===== src/rtl/serial_adder.sv =====
// ============================================================================
// serial_adder : bit-serial adder, one full-adder bit per clock, LSB first
// Rev 1.0
// ============================================================================
`default_nettype none

module serial_adder #(
  parameter int WIDTH = 8
) (
  input  logic             clk,
  input  logic             rst_n,
  input  logic             in_valid,
  output logic             in_ready,
  input  logic [WIDTH-1:0] a,
  input  logic [WIDTH-1:0] b,
  input  logic             cin,
  output logic             out_valid,
  input  logic             out_ready,
  output logic [WIDTH-1:0] sum,
  output logic             cout,
  output logic             busy
);

  localparam int CNT_W = (WIDTH > 1) ? $clog2(WIDTH) : 1;
  localparam logic [CNT_W-1:0] C_LAST_BIT = CNT_W'(WIDTH - 1);

  localparam logic [1:0] IDLE = 2'd0;
  localparam logic [1:0] ADD  = 2'd1;
  localparam logic [1:0] DONE = 2'd2;

  logic [1:0]       state_q, state_d;
  logic [WIDTH-1:0] a_q, a_d;
  logic [WIDTH-1:0] b_q, b_d;
  logic [WIDTH-1:0] acc_q, acc_d;
  logic [WIDTH-1:0] sum_q, sum_d;
  logic             carry_q, carry_d;
  logic             cout_q, cout_d;
  logic [CNT_W-1:0] cnt_q, cnt_d;

  logic w_fa_s;
  logic w_fa_c;
  logic w_last;

  assign w_fa_s = a_q[0] ^ b_q[0] ^ carry_q;
  assign w_fa_c = (a_q[0] & b_q[0]) | (carry_q & (a_q[0] ^ b_q[0]));
  assign w_last = (cnt_q == C_LAST_BIT);

  // State register
  always_ff @(posedge clk or negedge rst_n) begin
    if (!rst_n) begin
      state_q <= IDLE;
    end else begin
      state_q <= state_d;
    end
  end

  // Next-state logic
  always_comb begin
    state_d = state_q;
    case (state_q)
      IDLE:    if (in_valid) state_d = ADD;
      ADD:     if (w_last) state_d = DONE;
      DONE:    if (out_ready) state_d = IDLE;
      default: state_d = IDLE;
    endcase
  end

  // Output decode
  always_comb begin
    in_ready  = (state_q == IDLE);
    busy      = (state_q == ADD);
    out_valid = (state_q == DONE);
  end

  // Datapath: operand shifters, carry, bit counter, result registers
  always_comb begin
    a_d     = a_q;
    b_d     = b_q;
    acc_d   = acc_q;
    carry_d = carry_q;
    cnt_d   = cnt_q;
    sum_d   = sum_q;
    cout_d  = cout_q;
    case (state_q)
      IDLE: begin
        if (in_valid) begin
          a_d     = a;
          b_d     = b;
          carry_d = cin;
          cnt_d   = '0;
        end
      end
      ADD: begin
        acc_d   = {w_fa_s, acc_q[WIDTH-1:1]};
        a_d     = a_q >> 1;
        b_d     = b_q >> 1;
        carry_d = w_fa_c;
        // Counter parks on the last bit rather than wrapping
        if (!w_last) begin
          cnt_d = cnt_q + CNT_W'(1);
        end else begin
          sum_d  = {w_fa_s, acc_q[WIDTH-1:1]};
          cout_d = w_fa_c;
        end
      end
      default: ;
    endcase
  end

  always_ff @(posedge clk or negedge rst_n) begin
    if (!rst_n) begin
      a_q     <= '0;
      b_q     <= '0;
      acc_q   <= '0;
      carry_q <= 1'b0;
      cnt_q   <= '0;
      sum_q   <= '0;
      cout_q  <= 1'b0;
    end else begin
      a_q     <= a_d;
      b_q     <= b_d;
      acc_q   <= acc_d;
      carry_q <= carry_d;
      cnt_q   <= cnt_d;
      sum_q   <= sum_d;
      cout_q  <= cout_d;
    end
  end

  assign sum  = sum_q;
  assign cout = cout_q;

endmodule

`default_nettype wire


===== config.mk =====
export PLATFORM = sky130hd
export DESIGN_NAME = serial_adder
export DESIGN_NICKNAME = d
export VERILOG_FILES = /design/src/rtl/serial_adder.sv
export SDC_FILE = /design/constraint.sdc
export NUM_CORES = 1
export LEC_CHECK = 0
export CORE_UTILIZATION = 51
export DETAILED_ROUTE_END_ITERATION = 10
export GPL_TIMING_DRIVEN = 0
export PLACE_DENSITY = 0.82
export SLEW_MARGIN = 40
export SYNTH_ARGS = -nofsm -noshare
export SYNTH_HDL_FRONTEND = slang
export SYNTH_SLANG_ARGS = --single-unit
export TNS_END_PERCENT = 30

===== constraint.sdc =====
create_clock -name clk -period 2.29 [get_ports clk]
set_clock_uncertainty 0.2 [all_clocks]
set_input_delay 0.3435 -clock clk [delete_from_list [all_inputs] [get_ports clk]]
set_output_delay 0.3435 -clock clk [all_outputs]
set_load 0.02 [all_outputs]

==> results of run 1 <==
==> state kept, by name, summed over array words and instances, names as in the netlist <==
name and count:
b_q 8, carry_q 1, state_q 2, acc_q 7, a_q 8, sum 8, cnt_q 3, cout 1
==> path summary, 6_finish.rpt <==
check                        endpoint  slack, ns  cells after the start
max in group asynchronous      b_q[3]       1.16                      3
setup / recovery                 busy       0.13                      3
setup reg to reg               sum[1]       0.52                      5
min in group asynchronous    acc_q[4]       0.27                      2
hold reg to reg              acc_q[1]       0.30                      2
hold / removal             state_q[0]       0.17                      3
==> cells in the mapped netlist (3+ instances only) <==
library cell	n
dfrtp_1	38
buf_2	3
nand2_1	24
o22ai_1	20
o21ai_0	4
mux2_4	9
o221a_2	4
a21oi_1	11
nand3b_1	4
buf_4	3
o2bb2ai_1	3
==> cell type report <==
class	instances	area, um^2
multi-input combinational	100	729
sequential	38	951
inverter	3	16.3
fill	260	1100
buffer	10	78.8
tap	46	57.6
clock inverter	2	12.5
timing repair buffer	33	340
clock buffer	6	51.3
==> layer usage <==
metal / track usage / share of wire / vias to the layer above
met5: 0 / 0 / -
met4: 0.0812 / 0.014 / 0
met3: 0.0682 / 0.048 / 7
met2: 0.402 / 0.53 / 46
met1: 0.260 / 0.41 / 685
li1: - / - / 631
==> per-stage QoR <==
stage          setup WS [ns]  total power, W  TNS (ns)  hold WS (ns)
6_report               0.135         0.00286         0         0.169
5_1_grt               0.0705         0.00306         0         0.152
4_1_cts                0.120         0.00289         0         0.152
3_5_place_dp           0.277         0.00252         0         0.128
3_3_place_gp          -0.117         0.00242     -4.40         0.260
2_1_floorplan          0.623         0.00207         0        -0.152
==> cell usage in the layout (no fill, tap or decap) <==
cell type | synthesis | final
or2_1 | 1 | 1
clkbuf_4 | 0 | 5
clkinv_4 | 1 | 1
clkbuf_2 | 1 | 1
nand2b_4 | 2 | 2
and2b_1 | 1 | 1
inv_1 | 1 | 1
buf_16 | 0 | 1
nand3b_1 | 4 | 4
a21oi_1 | 11 | 11
o22ai_1 | 20 | 20
nand2_1 | 24 | 24
buf_4 | 3 | 3
dlygate4sd2_1 | 0 | 2
clkdlybuf4s50_1 | 0 | 28
nor2_2 | 1 | 1
ha_1 | 2 | 2
a22oi_1 | 2 | 2
o21ai_0 | 4 | 4
o221a_2 | 4 | 4
dlygate4sd3_1 | 0 | 1
nor2_4 | 2 | 2
nand2b_1 | 1 | 1
nand2_8 | 1 | 1
dfrtp_1 | 38 | 38
nor2_1 | 2 | 2
clkinvlp_4 | 0 | 1
inv_2 | 1 | 1
buf_2 | 3 | 4
a2bb2oi_1 | 2 | 2
clkinv_2 | 0 | 1
mux2_4 | 9 | 9
fa_1 | 1 | 1
clkbuf_8 | 1 | 2
nand2b_2 | 1 | 1
o2bb2ai_1 | 3 | 3
buf_6 | 2 | 2
nor3_1 | 1 | 1
o31ai_1 | 1 | 1
==> critical path, stage by stage, from the launching register on <==
cell and delay, ns:
dfrtp_1 0.40, nand2b_4 0.16, clkinv_4 0.10, clkdlybuf4s50_1 0.61
==> where the power goes <==
group	switching, W	leakage, nW	internal, W
registers	0.000217	0.460	0.000972
logic	0.000648	0.508	0.000653
clock network	0.000226	0.0343	0.000147
==> cells by family (layout without fill, tap and decap cells) <==
family,count (synthesis),count (layout),synth area share
AO/OA/AOI/OAI,47,47,0.175
AND/OR/NAND/NOR,41,41,0.134
flip-flops,38,38,0.536
buffers and inverters,13,54,0.0535
multiplexers,9,9,0.0761
adder cells (fa/ha/maj),3,3,0.0254
==> repair_timing <==
action                     4_1_cts  5_1_grt
setup endpoints to repair        2        0
gates resized for setup          2        0
setup buffers                    0        0
hold buffers                     1        0
hold endpoints to repair        18        0
==> impl_metrics.toml, run 1 <==
[status]
status = "complete, no violations"

[job]
drv_cap = 0

[power]
power_density_nw_per_um2 = 1280
ir_drop_v = 0.000589
leakage_nw = 1.00

[clock_tree]
cts.sinks = 38
cts_tree = "yes"
clock_path_buffers = 2
cts_buffers = 5
root_buffer = "clkbuf_4"
htree_levels = 2
clock_latency_ns = 0.36
clk_pin_slew_ns = 0.11

[sta]
rsz0062_at_grt = "no"
final-hold-violation-count = 0
min_period_over_period = 0.941
max_freq_ghz = 0.464
finalSetupViolations = 0
period_minus_slack_ns = 2.16
slew_violations = 0
tightest_slew_ns = 0.492
slew_headroom = 0.672

[global_routing]
grt_pass1_wl_mm = 5.99
grt_pass1_vias = 1368
antenna_found_initial = 0
grt_start_max_net_pins = 21
grt_overflow = 0
track_usage = 0.227

[die]
die_width_um = 61
dieArea_um2 = 3720
die_h_um = 61
core_area_um2 = 3340
fp-row-count = 21
ios = 33
start_util = 0.532

[min_path]
hold_class = "in -> reg"
hp-start = "in_valid"

[logic_synthesis]
synth_top_area_frac = 0.536
synth.distinct_cells = 32
ys_ff_latch = 38
yosys.area.top_type = "dfrtp_1"
synth_async_sr_flop_share = 1.00
synth.avg_cell_area_um2 = 11.8
syn-instance-count = 151
yosysWarnings = 0
synthFlopType = "dfrtp_1"
synth.area.top_cells = "dfrtp_1 54%, mux2_4 7.6%, o22ai_1 7.0%"
syn-cell-area_um2 = 1780
synth_edf_count = 0
synth_nets = 175
synth_seq_area_share = 0.536

[drt]
ant_nets = 0
wl_per_cell_um = 15.4
drtIter0Drc = 44
drcViolationCount = 0
drtPass1Iterations = 4
drt_wl_total_mm = 3.68
routed_via_density = 5.75
routed-via-count = 1369

[setup_path]
worstPathArrival_ns = 1.61
cp-startpoint = "state_q[1]"
r2r-start = "cnt_q[0]"
path_class = "reg -> out"
cp_max_fo = 9
end_kind = "output pin"
cp.required_ns = 1.75
start_kind = "flop"

[cells_and_area]
area_growth_pct = 26.0
final_core_util = 0.670
finalNetCount = 215
stdcell_count = 238
finish.instance_area_um2 = 2240
drive_gt1_frac = 0.219
antennaDiodeCount = 0

[placement]
portBuffers = 31
hpwl_mm = 2.73
place_inst = 229
gp_congestion = 0.805
placed_cell_area_um2 = 2170
Note: power is estimated with default switching activity, not from simulation.
==> inputs of run 2 (changes only) <==
- CORE_UTILIZATION: 51 -> 50
- PLACE_DENSITY: 0.82 -> 0.81
==> run 2 against run 1 <==
Net effect:
- critical path depth unchanged
- core utilization hardly changed
- sequential share of layout area shrank 0.33 points
- highest routed layer unchanged
- die area grew 1.9%
- power rose by 3.7%
- non-clock buffer count did not move
- routed wire length up 3.5%
- cell area up 0.78%
- clock power up 27%
- hold slack worse by 0.0013 ns
- fmax decreased by 1.1%
==> impl_metrics.toml, run 2 (synthesized netlist as in run 1, its figures left out) <==
[sta]
max_freq_ghz = 0.459
rsz0062_at_grt = "no"
finalWorstSetupSlack_ns = 0.110
slew_violations = 0
final-hold-violation-count = 0
slew_headroom = 0.737
tightest_slew_ns = 0.394
min_period_over_period = 0.952
finalSetupViolations = 0
period_minus_slack_ns = 2.18

[global_routing]
antenna_found_initial = 0
track_usage = 0.230
grt_start_max_net_pins = 25
grt_pass1_vias = 1370
grt_overflow = 0
grtUsageMet2 = 0.407
grt_use_met3 = 0.0756
grtUsageMet1 = 0.261
grt.busiest_layer = "met2"
grt_pass1_wl_mm = 6.13

[power]
ir_drop_v = 0.000598
power_density_nw_per_um2 = 1320
leakage_nw = 1.01

[setup_path]
critPathMaxStageDelay_ns = 0.61
worstPathArrival_ns = 1.64
cp-startpoint = "state_q[1]"
cp_top_family = "buffers and inverters"
end_kind = "output pin"
cp.required_ns = 1.75
cp_max_fo = 9
cp.buffers_inverters = 2
r2r_slack_ns = 0.49
path_cells = "nand2b_4 > clkinv_4 > clkdlybuf4s50_1"
endpoint = "busy"
r2r-start = "cnt_q[0]"
path_class = "reg -> out"
reg2reg_to = "sum[4]"
cpMaxStageDelayCell = "clkdlybuf4s50_1"
crit_cells = 3
worst_r2r_path_depth = 5
start_kind = "flop"

[drt]
routed-via-count = 1352
wl_per_cell_um = 16.1
drtPass1Iterations = 4
routed_via_density = 5.70
drt_wl_total_mm = 3.81
drcViolationCount = 0
ant_nets = 0
drtIter0Drc = 45

[placement]
gp_congestion = 0.796
place_ws_ns = 0.285
portBuffers = 31
place_inst = 229
hpwl_mm = 2.84

[clock_tree]
cts_tree = "yes"
clk_pin_slew_ns = 0.11
root_buffer = "clkbuf_4"
htree_levels = 2
clock_latency_ns = 0.35
clock_path_buffers = 2
cts.sinks = 38
cts_buffers = 5

[cells_and_area]
stdcell_count = 237
drive_gt1_frac = 0.215
finalNetCount = 215
antennaDiodeCount = 0
layout_commonest_cell = "dfrtp_1"
final_cell_mix = "38 x dfrtp_1, 28 x clkdlybuf4s50_1, 24 x nand2_1, 20 x o22ai_1, 11 x a21oi_1"
area_growth_pct = 27.0

[job]
drv_cap = 0

[min_path]
hold_class = "in -> reg"

[die]
start_util = 0.528
dieArea_um2 = 3790
die_width_um = 61.6
ios = 33
die_h_um = 61.6
fp-row-count = 21
core_area_um2 = 3360

[status]
status = "complete, no violations"
run 2: cell type report:
| cell class | count | area [um^2] |
|---|---|---|
| plain buffers | 10 | 78.8 |
| clock buffers | 6 | 51.3 |
| clock inverters | 1 | 30.0 |
| fillers | 282 | 1110 |
| inverters | 3 | 16.3 |
| multi-input cells | 100 | 729 |
| flip-flops and latches | 38 | 951 |
| well taps | 46 | 57.6 |
| repair buffers | 33 | 340 |
run 2: how the worst min path moves through the flow:
stage               cells after the start      from         end  slack, ns
global placement                        2  acc_q[1]    acc_q[1]       0.26
global route                            3  in_valid  state_q[0]       0.17
finish                                  3  in_valid  state_q[0]       0.17
floorplan                               0     rst_n      a_q[0]      -0.15
CTS                                     3  in_valid  state_q[0]       0.17
detailed placement                      1     rst_n      sum[0]       0.09
run 2: power by group:
group / total (W) / leakage (nW) / internal [W] / switching (W)
registers: 0.00119 / 0.460 / 0.000972 / 0.000222
clock network: 0.000473 / 0.0443 / 0.000254 / 0.000219
logic: 0.00130 / 0.508 / 0.000656 / 0.000647
total: 0.00297 / 1.01 / 0.00188 / 0.00109
run 2: through the flow:
| step | utilization | setup TNS [ns] | power [W] | hold WS [ns] | cell area, um^2 |
|---|---|---|---|---|---|
| 2_1_floorplan | - | 0 | 0.00207 | -0.152 | 1780 |
| 3_3_place_gp | 0.637 | -4.02 | 0.00242 | 0.258 | 2140 |
| 3_5_place_dp | 0.644 | 0 | 0.00252 | 0.0865 | 2170 |
| 4_1_cts | 0.670 | 0 | 0.00298 | 0.167 | 2250 |
| 5_1_grt | 0.670 | 0 | 0.00318 | 0.165 | 2250 |
| 6_report | 0.670 | 0 | 0.00297 | 0.167 | 2250 |
run 2: layer usage:
metal	part of all wire	vias to the layer above
li1	-	631
met1	0.40	673
met2	0.54	42
met3	0.045	6
met4	0.012	0
met5	0	-
run 2: timing repair:
| item | 4_1_cts | 5_1_grt |
|---|---|---|
| endpoints found under the setup margin | 2 | 0 |
| resized for setup | 2 | 0 |
| buffers inserted | 0 | 0 |
| hold buffers | 1 | 0 |
| endpoints found under the hold margin | 14 | 0 |
run 2: tightest hold or removal path, delay by kind of cell:
family	cells	cell delay [ns]
buf+inv	1	0.16
simple gates	1	0.10
compound gates	1	0.07
==> inputs of run 3 (changes only) <==
- REMOVE_ABC_BUFFERS: not set -> 1
==> run 3 against run 2 <==
Net effect:
- sequential power hardly changed
- via count is 4.3% lower
- final cell count is 3.0% lower
- clock-buffer cell count stayed put
- register-to-register slack better by 0.04 ns
- non-clock buffer count is 9 lower
- power is 5.6% lower
- core utilization is 2.3 points lower
- worst setup slack better by 0.0071 ns
- largest power group is now sequential cells
==> impl_metrics.toml, run 3 (synthesized netlist as in run 1, its figures left out) <==
[status]
status = "complete, no violations"

[sta]
min_period_over_period = 0.949
rsz0062_at_grt = "no"
finalSetupViolations = 0
tightest_slew_ns = 0.771
slew_violations = 0
final-hold-violation-count = 0
finalWorstSetupSlack_ns = 0.117
max_freq_ghz = 0.460
slew_headroom = 0.485
period_minus_slack_ns = 2.17

[cells_and_area]
layout_commonest_cell = "dfrtp_1"
final_cell_mix = "36 x dfrtp_1, 28 x clkdlybuf4s50_1, 24 x nand2_1, 20 x o22ai_1, 11 x a21oi_1"
drive_gt1_frac = 0.190
area_growth_pct = 22.7
antennaDiodeCount = 0
stdcell_count = 230
n_fill_cell = 305
finalNetCount = 207

[clock_tree]
clk_pin_slew_ns = 0.12
cts.sinks = 38
root_buffer = "clkbuf_4"
cts_tree = "yes"
cts_buffers = 5
clock_path_buffers = 2
htree_levels = 2
clock_latency_ns = 0.36

[setup_path]
critPathMaxStageDelay_ns = 0.53
path_cells = "nand2b_4 > clkinv_4 > dlygate4sd2_1"
cp.required_ns = 1.75
end_kind = "output pin"
worst_r2r_path_depth = 4
worstPathArrival_ns = 1.63
start_kind = "flop"
cp_max_fo = 12
cpMaxStageDelayCell = "dfrtp_2"
cp_top_family = "flip-flops"
crit_cells = 3
cp.buffers_inverters = 2
path_class = "reg -> out"

[global_routing]
grt_start_max_net_pins = 27
grt_pass1_wl_mm = 5.58
antenna_found_initial = 0
track_usage = 0.213
grt_overflow = 0
grt_pass1_vias = 1243

[die]
die_width_um = 61.6
ios = 33
core_area_um2 = 3360
die_h_um = 61.6
dieArea_um2 = 3790
start_util = 0.528
fp-row-count = 21

[power]
power_density_nw_per_um2 = 1290
combPwrFrac = 0.429
power.total_w = 0.00280
clock_power_share = 0.134
ir_drop_v = 0.000542
leakage_nw = 0.956
sw_frac_of_total = 0.385
p_switching_w = 0.00108
intPower_w = 0.00172
sequentialPowerShare = 0.437

[drt]
drtPass1Iterations = 4
wl_per_cell_um = 15.6
drcViolationCount = 0
drt_wl_total_mm = 3.58
routed-via-count = 1294
ant_nets = 0
routed_via_density = 5.63
drtIter0Drc = 57

[min_path]
hold_class = "in -> async"

[placement]
portBuffers = 32
hpwl_mm = 2.50
place_inst = 220
gp_congestion = 0.780
place_ws_ns = 0.0587

[job]
drv_cap = 0
[run 3: changes by cell type in the layout (fill, tap and decap cells not counted), sizes merged]
cell,delta
clkbuf,-2
clkinvlp,+1
clkinv,+1
buf,-8
dlygate4sd2,+1
bufinv,-1
nand2b,+1
[run 3: cell type report]
type                    instances  area, um^2  share of cell area
clock buffers                   6        51.3              0.0235
clock inverters                 2        12.5             0.00574
multi-input cells             101         738               0.339
inverters                       3        16.3             0.00747
repair buffers                 34         349               0.160
flip-flops and latches         38         953               0.438
well taps                      46        57.6              0.0264
[run 3: worst register-to-register path, stage by stage (launching register included)]
cell	delay [ns]
dfrtp_1	0.41
ha_1	0.17
ha_1	0.37
nand2_8	0.16
mux2_4	0.33
[run 3: per-stage QoR]
stage / setup TNS (ns) / hold slack, ns / instance area (um^2) / util
after global placement: -5.10 / 0.261 / 2070 / 0.617
after global routing: 0 / 0.230 / 2180 / 0.648
after floorplan: 0 / -0.152 / 1700 / -
after detailed placement: 0 / 0.0691 / 2100 / 0.624
final: 0 / 0.227 / 2180 / 0.648
after CTS: 0 / 0.223 / 2180 / 0.648
[run 3: power by group through the flow]
stage | clock [W] | sequential, W | combinational [W]
after floorplan | 0 | 0.00125 | 0.000746
after global placement | 0 | 0.00121 | 0.00115
after detailed placement | 0 | 0.00123 | 0.00122
after CTS | 0.000381 | 0.00122 | 0.00122
after global routing | 0.000417 | 0.00127 | 0.00132
final | 0.000376 | 0.00122 | 0.00120
[run 3: worst paths after layout]
kind                            start       end  slack [ns]
max reg2reg                  cnt_q[1]    sum[1]        0.53
min                             rst_n  cnt_q[1]        0.23
max                        state_q[1]      busy        0.12
max in group asynchronous       rst_n    b_q[4]        1.21
min reg2reg                  acc_q[1]  acc_q[1]        0.30
min in group clk             acc_q[1]  acc_q[1]        0.30
[run 3: what timing repair did]
action,in CTS,in global routing
hold buffers,1,0
hold endpoints to repair,38,0
setup buffers,0,0
endpoints found under the setup margin,3,0
gates resized for setup,5,0
[run 3: metal layers]
metal | part of all wire | track usage | vias up
met2 | 0.52 | 0.355 | 38
met4 | 0.0047 | 0.0921 | 0
li1 | - | - | 620
met3 | 0.044 | 0.0861 | 2
met1 | 0.43 | 0.242 | 634
met5 | 0 | 0 | -
